<file path="src/rtl/present_key_schedule_if.sv">
// Round-key handshake bundle between the PRESENT key schedule and its consumer.
// The master side is the round datapath; the slave side is the key schedule.
interface present_key_schedule_if #(
    parameter int KEY_WIDTH = 80
);
    logic [KEY_WIDTH-1:0] keyIn;
    logic                 keyLoad;
    logic                 roundKeyAdv;
    logic [63:0]          roundKey;
    logic                 roundKeyValid;
    logic [5:0]           roundIdx;
    logic                 lastKey;
    logic                 busy;

    modport master (
        output keyIn, keyLoad, roundKeyAdv,
        input  roundKey, roundKeyValid, roundIdx, lastKey, busy
    );

    modport slave (
        input  keyIn, keyLoad, roundKeyAdv,
        output roundKey, roundKeyValid, roundIdx, lastKey, busy
    );
endinterface

</file>
<file path="src/rtl/present_key_schedule.sv">
// Iterative PRESENT key schedule (80- or 128-bit user key).
// Produces round keys K1..K32 one per accepted advance; keyLoad restarts at any time.
// All outputs are decoded from registers only.
module present_key_schedule #(
    parameter int KEY_WIDTH = 80,
    parameter int NUM_KEYS  = 32
) (
    input logic                   clk,
    input logic                   rstN,
    present_key_schedule_if.slave ks
);

    typedef enum logic {
        IDLE,
        ACTIVE
    } stateT;

    stateT                state;
    stateT                stateNext;
    logic [KEY_WIDTH-1:0] keyReg;
    logic [KEY_WIDTH-1:0] keyNext;
    logic [KEY_WIDTH-1:0] keyRotated;
    logic [KEY_WIDTH-1:0] keyUpdated;
    logic [5:0]           idxReg;
    logic [5:0]           idxNext;

    // PRESENT 4-bit S-box
    function automatic logic [3:0] PresentSBoxFun(input logic [3:0] x);
        logic [3:0] y;
        case (x)
            4'h0: y = 4'hC;
            4'h1: y = 4'h5;
            4'h2: y = 4'h6;
            4'h3: y = 4'hB;
            4'h4: y = 4'h9;
            4'h5: y = 4'h0;
            4'h6: y = 4'hA;
            4'h7: y = 4'hD;
            4'h8: y = 4'h3;
            4'h9: y = 4'hE;
            4'hA: y = 4'hF;
            4'hB: y = 4'h8;
            4'hC: y = 4'h4;
            4'hD: y = 4'h7;
            4'hE: y = 4'h1;
            default: y = 4'h2;
        endcase
        return y;
    endfunction

    // Rotate left by 61: the low KEY_WIDTH-61 bits move to the top
    assign keyRotated = {keyReg[KEY_WIDTH-62:0], keyReg[KEY_WIDTH-1:KEY_WIDTH-61]};

    if (KEY_WIDTH == 80) begin : genK80
        // 80-bit update: one S-box on the top nibble, counter into bits 19:15
        always_comb begin
            keyUpdated        = keyRotated;
            keyUpdated[79:76] = PresentSBoxFun(keyRotated[79:76]);
            keyUpdated[19:15] = keyRotated[19:15] ^ idxReg[4:0];
        end
    end else if (KEY_WIDTH == 128) begin : genK128
        // 128-bit update: S-boxes on the two top nibbles, counter into bits 66:62
        always_comb begin
            keyUpdated          = keyRotated;
            keyUpdated[127:124] = PresentSBoxFun(keyRotated[127:124]);
            keyUpdated[123:120] = PresentSBoxFun(keyRotated[123:120]);
            keyUpdated[66:62]   = keyRotated[66:62] ^ idxReg[4:0];
        end
    end else begin : genBadWidth
        $fatal(1, "present_key_schedule: KEY_WIDTH must be 80 or 128");
    end

    // State, key and round-index registers
    always_ff @(posedge clk or negedge rstN) begin
        if (!rstN) begin
            state  <= IDLE;
            keyReg <= '0;
            idxReg <= '0;
        end else begin
            state  <= stateNext;
            keyReg <= keyNext;
            idxReg <= idxNext;
        end
    end

    // Next-state decode: keyLoad overrides any advance; the final advance wipes the key
    always_comb begin
        stateNext = state;
        keyNext   = keyReg;
        idxNext   = idxReg;
        if (ks.keyLoad) begin
            stateNext = ACTIVE;
            keyNext   = ks.keyIn;
            idxNext   = 6'd1;
        end else if (state == ACTIVE && ks.roundKeyAdv) begin
            if (idxReg == 6'(NUM_KEYS)) begin
                stateNext = IDLE;
                keyNext   = '0;
                idxNext   = '0;
            end else begin
                keyNext = keyUpdated;
                idxNext = idxReg + 6'd1;
            end
        end
    end

    // Output decode from registered state only
    always_comb begin
        ks.roundKey      = keyReg[KEY_WIDTH-1 -: 64];
        ks.roundKeyValid = (state == ACTIVE);
        ks.roundIdx      = idxReg;
        ks.lastKey       = (state == ACTIVE) && (idxReg == 6'(NUM_KEYS));
        ks.busy          = (state == ACTIVE);
    end

endmodule

</file>
<file path="src/flat_wrapper.sv">
// flat-port wrapper written by rule: the top's interface ports become plain ports
module present_key_schedule_flat 
#(
    parameter int KEY_WIDTH = 80,
    parameter int NUM_KEYS  = 32
)
  (clk, rstN, ks_keyIn, ks_keyLoad, ks_roundKeyAdv, ks_roundKey, ks_roundKeyValid, ks_roundIdx, ks_lastKey, ks_busy);
  present_key_schedule_if #(.KEY_WIDTH(KEY_WIDTH)) ks_i ();
  input logic clk;
  input logic rstN;
  input wire logic [$bits(ks_i.keyIn)-1:0] ks_keyIn;
  input wire logic [$bits(ks_i.keyLoad)-1:0] ks_keyLoad;
  input wire logic [$bits(ks_i.roundKeyAdv)-1:0] ks_roundKeyAdv;
  output wire logic [$bits(ks_i.roundKey)-1:0] ks_roundKey;
  output wire logic [$bits(ks_i.roundKeyValid)-1:0] ks_roundKeyValid;
  output wire logic [$bits(ks_i.roundIdx)-1:0] ks_roundIdx;
  output wire logic [$bits(ks_i.lastKey)-1:0] ks_lastKey;
  output wire logic [$bits(ks_i.busy)-1:0] ks_busy;
  assign ks_i.keyIn = ks_keyIn;
  assign ks_i.keyLoad = ks_keyLoad;
  assign ks_i.roundKeyAdv = ks_roundKeyAdv;
  assign ks_roundKey = ks_i.roundKey;
  assign ks_roundKeyValid = ks_i.roundKeyValid;
  assign ks_roundIdx = ks_i.roundIdx;
  assign ks_lastKey = ks_i.lastKey;
  assign ks_busy = ks_i.busy;
  present_key_schedule #(.KEY_WIDTH(KEY_WIDTH), .NUM_KEYS(NUM_KEYS)) u_core (.clk(clk), .rstN(rstN), .ks(ks_i));
endmodule
</file>
<file path="config.mk">
export PLATFORM = sky130hd
export DESIGN_NAME = present_key_schedule_flat
export DESIGN_NICKNAME = d
export VERILOG_FILES = /design/src/rtl/present_key_schedule_if.sv /design/src/rtl/present_key_schedule.sv /design/src/flat_wrapper.sv
export SDC_FILE = /design/constraint.sdc
export NUM_CORES = 1
export LEC_CHECK = 0
export BUFFER_PORTS_ARGS = -buffer_cell sky130_fd_sc_hd__buf_4
export CELL_PAD_IN_SITES_DETAIL_PLACEMENT = 1
export CELL_PAD_IN_SITES_GLOBAL_PLACEMENT = 1
export CORE_UTILIZATION = 30
export DETAILED_ROUTE_END_ITERATION = 10
export PLACE_DENSITY = 0.62
export REMOVE_ABC_BUFFERS = 1
export SLEW_MARGIN = 20
export SYNTH_ARGS = -nofsm -noshare
export SYNTH_HDL_FRONTEND = slang
export SYNTH_SLANG_ARGS = --single-unit
export TNS_END_PERCENT = 10
</file>
<file path="constraint.sdc">
create_clock -name clk -period 2.6 [get_ports clk]
set_input_delay 0 -clock clk [delete_from_list [all_inputs] [get_ports clk]]
set_output_delay 0 -clock clk [all_outputs]
set_load 0.02 [all_outputs]
</file>
==> results.sh, run 1 <==
export IMPL_outcome="complete, no violations"
export IMPL_maxCapViolations=0
export IMPL_drt_drc_violations_left=0
export IMPL_slowest_delay_ps=450
export IMPL_cts_tree="done"
export IMPL_worst_path_max_delay_cell="dfrtp_1"
export IMPL_start_util_pct=31.0
export IMPL_die_w_um=133
export IMPL_power_leakage_nw=3.05
export IMPL_grt_max_degree=49
export IMPL_netlist_area_leader_share_pct=42.0
export IMPL_seqPwrFrac_pct=39.6
export IMPL_power_frac_comb_pct=25.2
export IMPL_rsz0062_at_grt="no"
export IMPL_post_cts_setup_buffers=0
export IMPL_endpoint_kind="primary output"
export IMPL_crit_fanout=24
export IMPL_syn_to_final_growth_pct=39.2
export IMPL_dr_total_vias=4622
export IMPL_hold_viol=0
export IMPL_synthArstFlopShare_pct=100
export IMPL_post_dp_cell_area_um2=6060
export IMPL_synth_largest_area_cell="dfrtp_1"
export IMPL_finClkSkew_ps=8.05
export IMPL_syn_area_per_cell_um2=10.2
export IMPL_io_pins=157
export IMPL_setup_viol=0
export IMPL_r2r_start="u_core.ks.busy$_DFFE_PN0P_"
export IMPL_placementRows=47
export IMPL_hp_class="in -> async"
export IMPL_dominantRegCellSynth="dfrtp_1"
export IMPL_post_route_util_pct=43.2
export IMPL_ir_drop_mv=0.310
export IMPL_wl_per_cell_um=19.2
export IMPL_vias_per_cell=5.28
export IMPL_fin_crit_ps=2050
export IMPL_grt_pass1_wl_um=27500
export IMPL_crit_start="u_core.ks.roundIdx[1]$_DFFE_PN0P_"
export IMPL_gp_congestion=0.737
export IMPL_synth_area_leaders="dfrtp_1, o211ai_1, buf_4, a2bb2oi_1, a21oi_1"
export IMPL_postRouteAntennaNets=0
export IMPL_die_height_um=133
export IMPL_timing_worst_slew_pin_value_ps=571
export IMPL_hpwl_um=10500
export IMPL_cpLargestDelayFamily="simple AND/OR/NAND/NOR gates"
export IMPL_root_buffer="clkbuf_16"
export IMPL_io_buffers=156
export IMPL_clk_latency_ps=340
export IMPL_path_class="reg -> out"
export IMPL_p_total_mw=4.15
export IMPL_finish_net_count=742
export IMPL_yosysMostFrequentCell="dfrtp_1"
export IMPL_dieArea_um2=17800
export IMPL_drt_wl_total_um=16800
export IMPL_pre_cts_ws_ps=645
export IMPL_h_tree_depth=3
export IMPL_cts_clk_slew_worst_paths_ps=70
export IMPL_timing_critical_path_buf_inv=2
export IMPL_finalCritPeriodShare_pct=79.0
export IMPL_synth_edf_count=0
export IMPL_cts_resized=0
export IMPL_drtPass1Iterations=4
export IMPL_clockPowerShare_pct=35.3
export IMPL_p_sw_mw=1.20
export IMPL_ys_seq_area_share_pct=42.0
export IMPL_overflow=0
export IMPL_required_ps=2600
export IMPL_grt_pass1_vias=5054
export IMPL_ys_seq_elements=87
export IMPL_yosysUniqueCellTypes=33
export IMPL_netSwitchingFraction_pct=29.0
export IMPL_relSlewSlack_pct=61.9
export IMPL_drtIter0Drc=241
export IMPL_layout_setup_ws_ps=545
export IMPL_crit_path_cell_trace="inv_1, ha_1, nand4bb_4, nor2_1, and2_1, buf_4"
export IMPL_start_kind="register"
export IMPL_hold_worst_slack_ps=122
export IMPL_layout_drive_gt1_share_pct=32.2
export IMPL_cts_sinks=87
export IMPL_timing_fmax_mhz=487
export IMPL_slew_violations=0
export IMPL_crit_arrival_ps=2050
export IMPL_synthesis_area_um2=5180
export IMPL_num_antenna_cells=0
export IMPL_design_area_um2=7210
export IMPL_synthCells=508
export IMPL_synth_common_cells="dfrtp_1, a21oi_1, o211ai_1, buf_4, a2bb2oi_1"
export IMPL_cts_buffers=9
export IMPL_core_area_um2=16700
export IMPL_clock_path_buffers=2
export IMPL_yosys_warnings=0
export IMPL_p_int_mw=2.95
export IMPL_powerDensity_nw_per_um2=575
export IMPL_track_usage_pct=19.4
export IMPL_antenna_found_initial=0
path summary, 6_finish.rpt:
kind | end | slack, ps | depth (start not counted)
min | u_core.keyReg[38]$_DFFE_PN0P_ | 120 | 2
max reg2reg | u_core.keyReg[45]$_DFFE_PN0P_ | 670 | 4
min reg2reg | u_core.keyReg[65]$_DFFE_PN0P_ | 560 | 2
min in group clk | u_core.ks.busy$_DFFE_PN0P_ | 250 | 3
max in group asynchronous | u_core.keyReg[23]$_DFFE_PN0P_ | 1640 | 3
max | ks_lastKey | 550 | 6
stage by stage:
step | instances | setup TNS [ps]
floorplan | 388 | -65880
global placement | 778 | 0
detailed placement | 778 | 0
CTS | 875 | 0
global route | 875 | 0
finish | 875 | 0
state kept, by name, summed over array words and instances, names as in the netlist:
name / flops
u_core.keyReg: 80
u_core.ks.busy: 1
u_core.ks.roundIdx: 6
layout by cell type, fill, tap and decap left out, types with 2 or more instances in the layout:
master	synthesis	layout
bufinv_16	0	2
inv_1	8	8
o21ai_1	6	6
clkbuf_16	0	9
nand3_1	3	3
a31oi_1	5	5
dlygate4sd3_1	0	82
mux4_2	2	2
nor2_1	2	2
nand2_1	5	5
ha_1	7	7
clkinv_2	0	2
mux2i_1	2	2
buf_12	0	4
buf_4	70	166
a2bb2oi_1	58	58
and2_1	6	5
xor2_1	5	5
a2bb2oi_2	19	19
or3_1	2	2
a21oi_1	81	81
o211ai_1	78	78
o31ai_1	2	2
clkbuf_8	0	3
dfrtp_1	87	86
power groups by stage:
| stage | registers, mW | logic, mW | clock network, mW |
|---|---|---|---|
| global placement | 1.66 | 0.928 | 0 |
| floorplan | 1.77 | 0.357 | 0 |
| CTS | 1.64 | 1.05 | 1.51 |
| finish | 1.64 | 1.04 | 1.46 |
| global route | 1.66 | 1.13 | 1.55 |
| detailed placement | 1.66 | 0.950 | 0 |
cell families (layout without fill, tap and decap cells):
group	after synthesis	after routing	synth area share, %
AO/OA/AOI/OAI	252	252	36.3
XOR/XNOR	6	6	1.01
adder cells (fa/ha/maj)	7	7	1.69
buffers and inverters	129	276	15.1
flip-flops	87	87	42.0
multiplexers	4	4	1.26
AND/OR/NAND/NOR	23	23	2.58
worst reg2reg max path, cell delays in order, from the launching register on:
cell,delay [ps]
dfrtp_1,490
nand2_4,450
buf_4,580
a21oi_1,180
a2bb2oi_2,160
layer usage:
metal / global-route usage [%] / part of all wire [%] / wire length [um]
met1: 26.0 / 47 / 7880
met3: 3.35 / 4.2 / 701
met5: 0 / 0 / 0
met4: 6.38 / 1.7 / 284
met2: 31.8 / 47 / 7940
what timing repair did:
action	4_1_cts	5_1_grt
hold buffers	82	0
setup endpoints to repair	0	0
hold endpoints to repair	106	0
cell type report:
cell class              count  area [um^2]
fillers                  1827         9490
repair buffers            252         2150
inverters                   9         35.0
clock inverters             3         65.1
flip-flops and latches     87         2180
multi-input cells         292         2240
well taps                 220          275
clock buffers              12          267
Power figures use the tool's default switching activity.
==> run 2: changes to the inputs <==
--- a/config.mk
+++ b/config.mk
@@ -10,7 +10,7 @@
 export CELL_PAD_IN_SITES_GLOBAL_PLACEMENT = 1
 export CORE_UTILIZATION = 30
 export DETAILED_ROUTE_END_ITERATION = 10
-export PLACE_DENSITY = 0.62
+export PLACE_DENSITY = 0.65
 export REMOVE_ABC_BUFFERS = 1
 export SLEW_MARGIN = 20
 export SYNTH_ARGS = -nofsm -noshare
==> constraint.sdc (replaced) <==
create_clock -name clk -period 1.74 [get_ports clk]
set_input_delay 0 -clock clk [delete_from_list [all_inputs] [get_ports clk]]
set_output_delay 0 -clock clk [all_outputs]
set_load 0.02 [all_outputs]
==> results.sh, run 2 (synthesis results as in run 1) <==
export IMPL_crit_arrival_ps=1860
export IMPL_route_met3_wl_um=504
export IMPL_r2r_setup_slack_ps=90
export IMPL_gp_congestion=0.763
export IMPL_slew_violations=0
export IMPL_start_kind="register"
export IMPL_path_class="reg -> reg"
export IMPL_endpoint_kind="register"
export IMPL_drt_wl_total_um=17200
export IMPL_grt_pass1_vias=5200
export IMPL_timing_worst_slew_pin_value_ps=435
export IMPL_relSlewSlack_pct=70.9
export IMPL_cts_buffers=9
export IMPL_regMostFlops="u_core.keyReg"
export IMPL_clock_path_buffers=2
export IMPL_finClkSkew_ps=11.0
export IMPL_die_w_um=133
export IMPL_io_pins=157
export IMPL_finalCritPeriodShare_pct=94.9
export IMPL_die_height_um=133
export IMPL_hold_worst_slack_ps=118
export IMPL_cts_sinks=87
export IMPL_clockPowerShare_pct=33.5
export IMPL_fin_crit_ps=1650
export IMPL_num_antenna_cells=0
export IMPL_final_common_cell="buf_4"
export IMPL_grt_pass1_wl_um=28300
export IMPL_finish_net_count=757
export IMPL_netSwitchingFraction_pct=30.8
export IMPL_power_frac_comb_pct=26.5
export IMPL_cts_clk_slew_worst_paths_ps=70
export IMPL_dieArea_um2=17800
export IMPL_postRouteAntennaNets=0
export IMPL_dr_total_vias=4730
export IMPL_layout_drive_gt1_share_pct=34.0
export IMPL_r2r_end="u_core.keyReg[77]$_DFFE_PN0P_"
export IMPL_io_buffers=156
export IMPL_overflow=0
export IMPL_final_cells=891
export IMPL_h_tree_depth=3
export IMPL_wl_met2_um=8540
export IMPL_crit_fanout=6
export IMPL_required_ps=1950
export IMPL_rsz0062_at_grt="no"
export IMPL_start_util_pct=31.0
export IMPL_root_buffer="clkbuf_16"
export IMPL_rr_worst_depth=6
export IMPL_wl_met1_um=7930
export IMPL_area_sequential_um2=2180
export IMPL_hold_viol=0
export IMPL_setup_viol=0
export IMPL_multi_input_area_um2=2250
export IMPL_dp_cells=789
export IMPL_placementRows=47
export IMPL_seqPwrFrac_pct=40.0
export IMPL_hpwl_um=10700
export IMPL_maxCapViolations=0
export IMPL_hp_class="in -> async"
export IMPL_ir_drop_mv=0.483
export IMPL_drtIter0Drc=265
export IMPL_powerDensity_nw_per_um2=830
export IMPL_p_total_mw=6.11
export IMPL_syn_to_final_growth_pct=41.9
export IMPL_largest_reg_flops=80
export IMPL_slowest_delay_ps=390
export IMPL_drtPass1Iterations=4
export IMPL_timing_fmax_mhz=606
export IMPL_mostFrequentLayoutCells="buf_4, dfrtp_1, dlygate4sd3_1, a21oi_1, o211ai_1"
export IMPL_outcome="complete, no violations"
export IMPL_post_route_util_pct=44.0
export IMPL_vias_per_cell=5.31
export IMPL_grt_max_degree=87
export IMPL_power_leakage_nw=3.11
export IMPL_fillers=1839
export IMPL_track_usage_pct=20.0
export IMPL_finalSetupTns_ps=0
export IMPL_worst_path_max_delay_cell="dfrtp_1"
export IMPL_core_area_um2=16700
export IMPL_highest_layer="met4"
export IMPL_wl_per_cell_um=19.3
export IMPL_p_sw_mw=1.88
export IMPL_cts_tree="done"
export IMPL_crit_path_cell_trace="inv_1, ha_1, nand4bb_4, buf_4, o211ai_1, o21ai_1"
export IMPL_r2r_start="u_core.ks.roundIdx[0]$_DFFE_PN0P_"
export IMPL_p_int_mw=4.23
export IMPL_drt_drc_violations_left=0
export IMPL_clk_latency_ps=340
export IMPL_antenna_found_initial=0
-- run 2: power groups by stage --
stage | logic, mW | registers (mW) | clock network [mW]
2_1_floorplan | 0.533 | 2.64 | 0
3_3_place_gp | 1.44 | 2.47 | 0
3_5_place_dp | 1.47 | 2.48 | 0
4_1_cts | 1.62 | 2.44 | 2.10
5_1_grt | 1.74 | 2.48 | 2.17
6_report | 1.62 | 2.44 | 2.05
-- run 2: repair_timing --
action                     in CTS  in global routing
setup endpoints to repair       1                  0
resized for setup               1                  0
hold buffers                   82                  0
buffers inserted                4                  0
hold endpoints to repair      145                  0
-- run 2: metal layers --
metal | vias up | global-route usage (%)
met5 | - | 0
met4 | 0 | 5.24
met3 | 17 | 2.78
met2 | 106 | 34.4
met1 | 2437 | 26.4
li1 | 2170 | -
-- run 2: layout make-up --
type,count,share of cell area [%]
clock buffer,10,3.25
clock inverter,6,0.919
inverter,9,0.476
multi-input combinational,292,30.5
sequential,87,29.7
tap,220,3.74
timing repair buffer,267,31.4
-- run 2: worst max-delay path by stage --
stage                                      startpoint                             to
floorplan           u_core.ks.roundIdx[0]$_DFFE_PN0P_  u_core.keyReg[76]$_DFFE_PN0P_
global placement    u_core.ks.roundIdx[0]$_DFFE_PN0P_  u_core.keyReg[34]$_DFFE_PN0P_
detailed placement  u_core.ks.roundIdx[0]$_DFFE_PN0P_  u_core.keyReg[38]$_DFFE_PN0P_
CTS                 u_core.ks.roundIdx[3]$_DFFE_PN0P_                     ks_lastKey
global route        u_core.ks.roundIdx[0]$_DFFE_PN0P_  u_core.keyReg[52]$_DFFE_PN0P_
finish              u_core.ks.roundIdx[0]$_DFFE_PN0P_  u_core.keyReg[77]$_DFFE_PN0P_
-- run 2: critical path: cells and delay by family (launching register included) --
kind | cells | cell delay [ps]
and+or+nand+nor | 1 | 150
AOI/OAI and AO/OA | 2 | 510
adders and majority gates | 1 | 200
DFF | 1 | 390
buffers and inverters | 2 | 270
-- run 2: per-stage QoR --
stage	worst slack [ps]	instance area [um^2]
floorplan	-1860	4430
global placement	119	6190
detailed placement	82.7	6190
CTS	87.7	7350
global route	35.7	7350
finish	89.4	7350
==> run 3: changes to the inputs <==
--- a/config.mk
+++ b/config.mk
@@ -5,12 +5,13 @@
 export SDC_FILE = /design/constraint.sdc
 export NUM_CORES = 1
 export LEC_CHECK = 0
+export ABC_AREA = 1
 export BUFFER_PORTS_ARGS = -buffer_cell sky130_fd_sc_hd__buf_4
 export CELL_PAD_IN_SITES_DETAIL_PLACEMENT = 1
 export CELL_PAD_IN_SITES_GLOBAL_PLACEMENT = 1
 export CORE_UTILIZATION = 30
 export DETAILED_ROUTE_END_ITERATION = 10
-export PLACE_DENSITY = 0.65
+export PLACE_DENSITY = 0.67
 export REMOVE_ABC_BUFFERS = 1
 export SLEW_MARGIN = 20
 export SYNTH_ARGS = -nofsm -noshare
==> constraint.sdc (replaced) <==
create_clock -name clk -period 1.74 [get_ports clk]
set_input_delay 0.348 -clock clk [delete_from_list [all_inputs] [get_ports clk]]
set_output_delay 0.348 -clock clk [all_outputs]
set_load 0.01 [all_outputs]
==> results.sh, run 3 <==
export IMPL_outcome="finished with violations"
export IMPL_violations="setup timing"
export IMPL_grt_max_degree=88
export IMPL_yosysMostFrequentCell="nand2_1"
export IMPL_num_antenna_cells=0
export IMPL_io_buffers=156
export IMPL_finish_net_count=778
export IMPL_clock_path_buffers=2
export IMPL_die_w_um=132
export IMPL_yosysUniqueCellTypes=26
export IMPL_h_tree_depth=3
export IMPL_p_total_mw=5.87
export IMPL_post_route_util_pct=38.5
export IMPL_hpwl_um=9590
export IMPL_fin_crit_ps=1740
export IMPL_rr_worst_depth=10
export IMPL_postRouteAntennaNets=0
export IMPL_slowest_delay_ps=390
export IMPL_relSlewSlack_pct=66.4
export IMPL_dr_total_vias=4057
export IMPL_antenna_found_initial=0
export IMPL_netSwitchingFraction_pct=30.0
export IMPL_synth_area_leaders="dfrtp_1, buf_4, nand2_1, o21bai_1, o21bai_2"
export IMPL_worst_path_max_delay_cell="dfrtp_1"
export IMPL_finalSetupTns_ps=-3.36
export IMPL_dominantRegCellSynth="dfrtp_1"
export IMPL_timing_fmax_mhz=574
export IMPL_timing_critical_path_buf_inv=3
export IMPL_r2r_start="u_core.ks.roundIdx[0]$_DFFE_PN0P_"
export IMPL_die_height_um=132
export IMPL_r2r_setup_slack_ps=80
export IMPL_cts_buffers=9
export IMPL_holdBufCountCts=0
export IMPL_dieArea_um2=17500
export IMPL_layout_setup_ws_ps=-3.36
export IMPL_mostFrequentLayoutCells="buf_4, nand2_1, dfrtp_1, inv_1, o21ai_0"
export IMPL_crit_fanout=4
export IMPL_crit_arrival_ps=1400
export IMPL_overflow=0
export IMPL_start_kind="register"
export IMPL_synthesis_area_um2=5090
export IMPL_drtPass1Iterations=4
export IMPL_cpLargestDelayFamily="flip-flops"
export IMPL_placementRows=47
export IMPL_drtIter0Drc=103
export IMPL_grt_pass1_vias=4442
export IMPL_final_cells=912
export IMPL_yosys_warnings=0
export IMPL_layout_drive_gt1_share_pct=34.0
export IMPL_cts_clk_slew_worst_paths_ps=70
export IMPL_netlist_area_leader_share_pct=42.7
export IMPL_pre_cts_ws_ps=35.2
export IMPL_crit_path_cell_trace="inv_2, ha_4, nand2_2, clkinv_2, nand3_4, nor2_2, buf_4"
export IMPL_root_buffer="clkbuf_16"
export IMPL_ys_seq_area_share_pct=42.7
export IMPL_hold_viol=0
export IMPL_rsz0062_at_grt="yes"
export IMPL_power_frac_comb_pct=24.7
export IMPL_final_common_cell="buf_4"
export IMPL_gp_congestion=0.853
export IMPL_seqPwrFrac_pct=41.1
export IMPL_io_pins=157
export IMPL_ir_drop_mv=0.508
export IMPL_p_int_mw=4.11
export IMPL_timing_worst_slew_pin_value_ps=504
export IMPL_syn_to_final_growth_pct=25.5
export IMPL_core_area_um2=16600
export IMPL_start_util_pct=30.7
export IMPL_synth_largest_area_cell="dfrtp_1"
export IMPL_synth_edf_count=0
export IMPL_power_leakage_nw=3.30
export IMPL_synthCells=595
export IMPL_regMostFlops="u_core.keyReg"
export IMPL_wl_per_cell_um=15.3
export IMPL_largest_reg_flops=80
export IMPL_dp_cells=888
export IMPL_cts_tree="done"
export IMPL_clockPowerShare_pct=34.2
export IMPL_drt_drc_violations_left=0
export IMPL_slew_violations=0
export IMPL_hp_class="in -> async"
export IMPL_maxCapViolations=0
export IMPL_r2r_end="u_core.ks.roundIdx[0]$_DFFE_PN0P_"
export IMPL_required_ps=1390
export IMPL_finClkSkew_ps=5.05
export IMPL_vias_per_cell=4.45
export IMPL_p_sw_mw=1.76
export IMPL_finalCritPeriodShare_pct=100
export IMPL_ys_seq_elements=87
export IMPL_syn_area_per_cell_um2=8.56
export IMPL_cts_sinks=87
export IMPL_setup_viol=1
export IMPL_drt_wl_total_um=14000
export IMPL_path_class="reg -> out"
export IMPL_clk_latency_ps=340
export IMPL_track_usage_pct=16.6
export IMPL_endpoint_kind="primary output"
export IMPL_synth_common_cells="nand2_1, dfrtp_1, inv_1, buf_4, o21ai_0"
export IMPL_powerDensity_nw_per_um2=918
export IMPL_synthArstFlopShare_pct=100
export IMPL_grt_pass1_wl_um=22800
-- run 3: cell types whose count changed after synthesis, moves of 14 or more --
cell and delta:
inv_1 +78, o21ai_1 +14, a2bb2oi_2 -19, o21bai_1 +50
o21ai_0 +59, nand2_1 +121, o21bai_2 +29, o211ai_1 -77
a21oi_1 -80, a2bb2oi_1 -58, clkbuf_1 -14
-- run 3: area by class of cell --
cell class              instances  area (um^2)
fillers                      1988        10200
flip-flops and latches         87         2180
multi-input cells             323         1910
repair buffers                175         1380
inverters                      91          348
well taps                     220          275
clock buffers                  11          243
clock inverters                 5         56.3
-- run 3: power by group through the flow --
stage / clock network, mW / logic, mW / registers, mW
detailed placement: 0 / 1.43 / 2.45
global placement: 0 / 1.40 / 2.44
floorplan: 0 / 0.571 / 2.52
finish: 2.01 / 1.45 / 2.41
global route: 2.16 / 1.61 / 2.44
CTS: 2.08 / 1.47 / 2.42
-- run 3: cell families after synthesis --
logic type / Yosys count / synth area share, %
AOI/OAI and AO/OA: 162 / 22.0
buffers and inverters: 185 / 20.4
DFF: 87 / 42.7
xor gates and xnor gates: 5 / 0.860
adders and majority gates: 7 / 1.72
and+or+nand+nor: 149 / 12.3
-- run 3: how the worst max path moves through the flow --
stage | from | end | slack (ps) | cells after the start
after floorplan | u_core.ks.roundIdx[0]$_DFFE_PN0P_ | u_core.keyReg[0]$_DFFE_PN0P_ | -170 | 7
after global placement | u_core.ks.roundIdx[0]$_DFFE_PN0P_ | u_core.ks.roundIdx[5]$_DFFE_PN0P_ | 150 | 10
after detailed placement | u_core.ks.roundIdx[0]$_DFFE_PN0P_ | u_core.ks.roundIdx[1]$_DFFE_PN0P_ | 40 | 10
after CTS | u_core.ks.roundIdx[1]$_DFFE_PN0P_ | ks_lastKey | 9 | 7
after global routing | u_core.ks.roundIdx[0]$_DFFE_PN0P_ | ks_lastKey | -60 | 7
final | u_core.ks.roundIdx[0]$_DFFE_PN0P_ | ks_lastKey | -3 | 7
-- run 3: what timing repair did --
item	4_1_cts	5_1_grt
resized for setup	7	4
setup endpoints to repair	1	3
pin swaps	2	2
setup buffers	9	0
-- run 3: per-stage QoR --
stage / hold slack, ps / area (um^2)
finish: 44.4 / 6390
global placement: 445 / 5990
floorplan: 52.4 / 4400
global route: 98.4 / 6390
detailed placement: 448 / 5990
CTS: 73.3 / 6380
-- run 3: layer usage --
layer | vias up | global-route usage [%] | wire length, um
li1 | 1984 | - | -
met1 | 1956 | 19.7 | 6030
met2 | 97 | 29.4 | 7000
met3 | 20 | 3.61 | 673
met4 | 0 | 6.13 | 289
met5 | - | 0 | 0
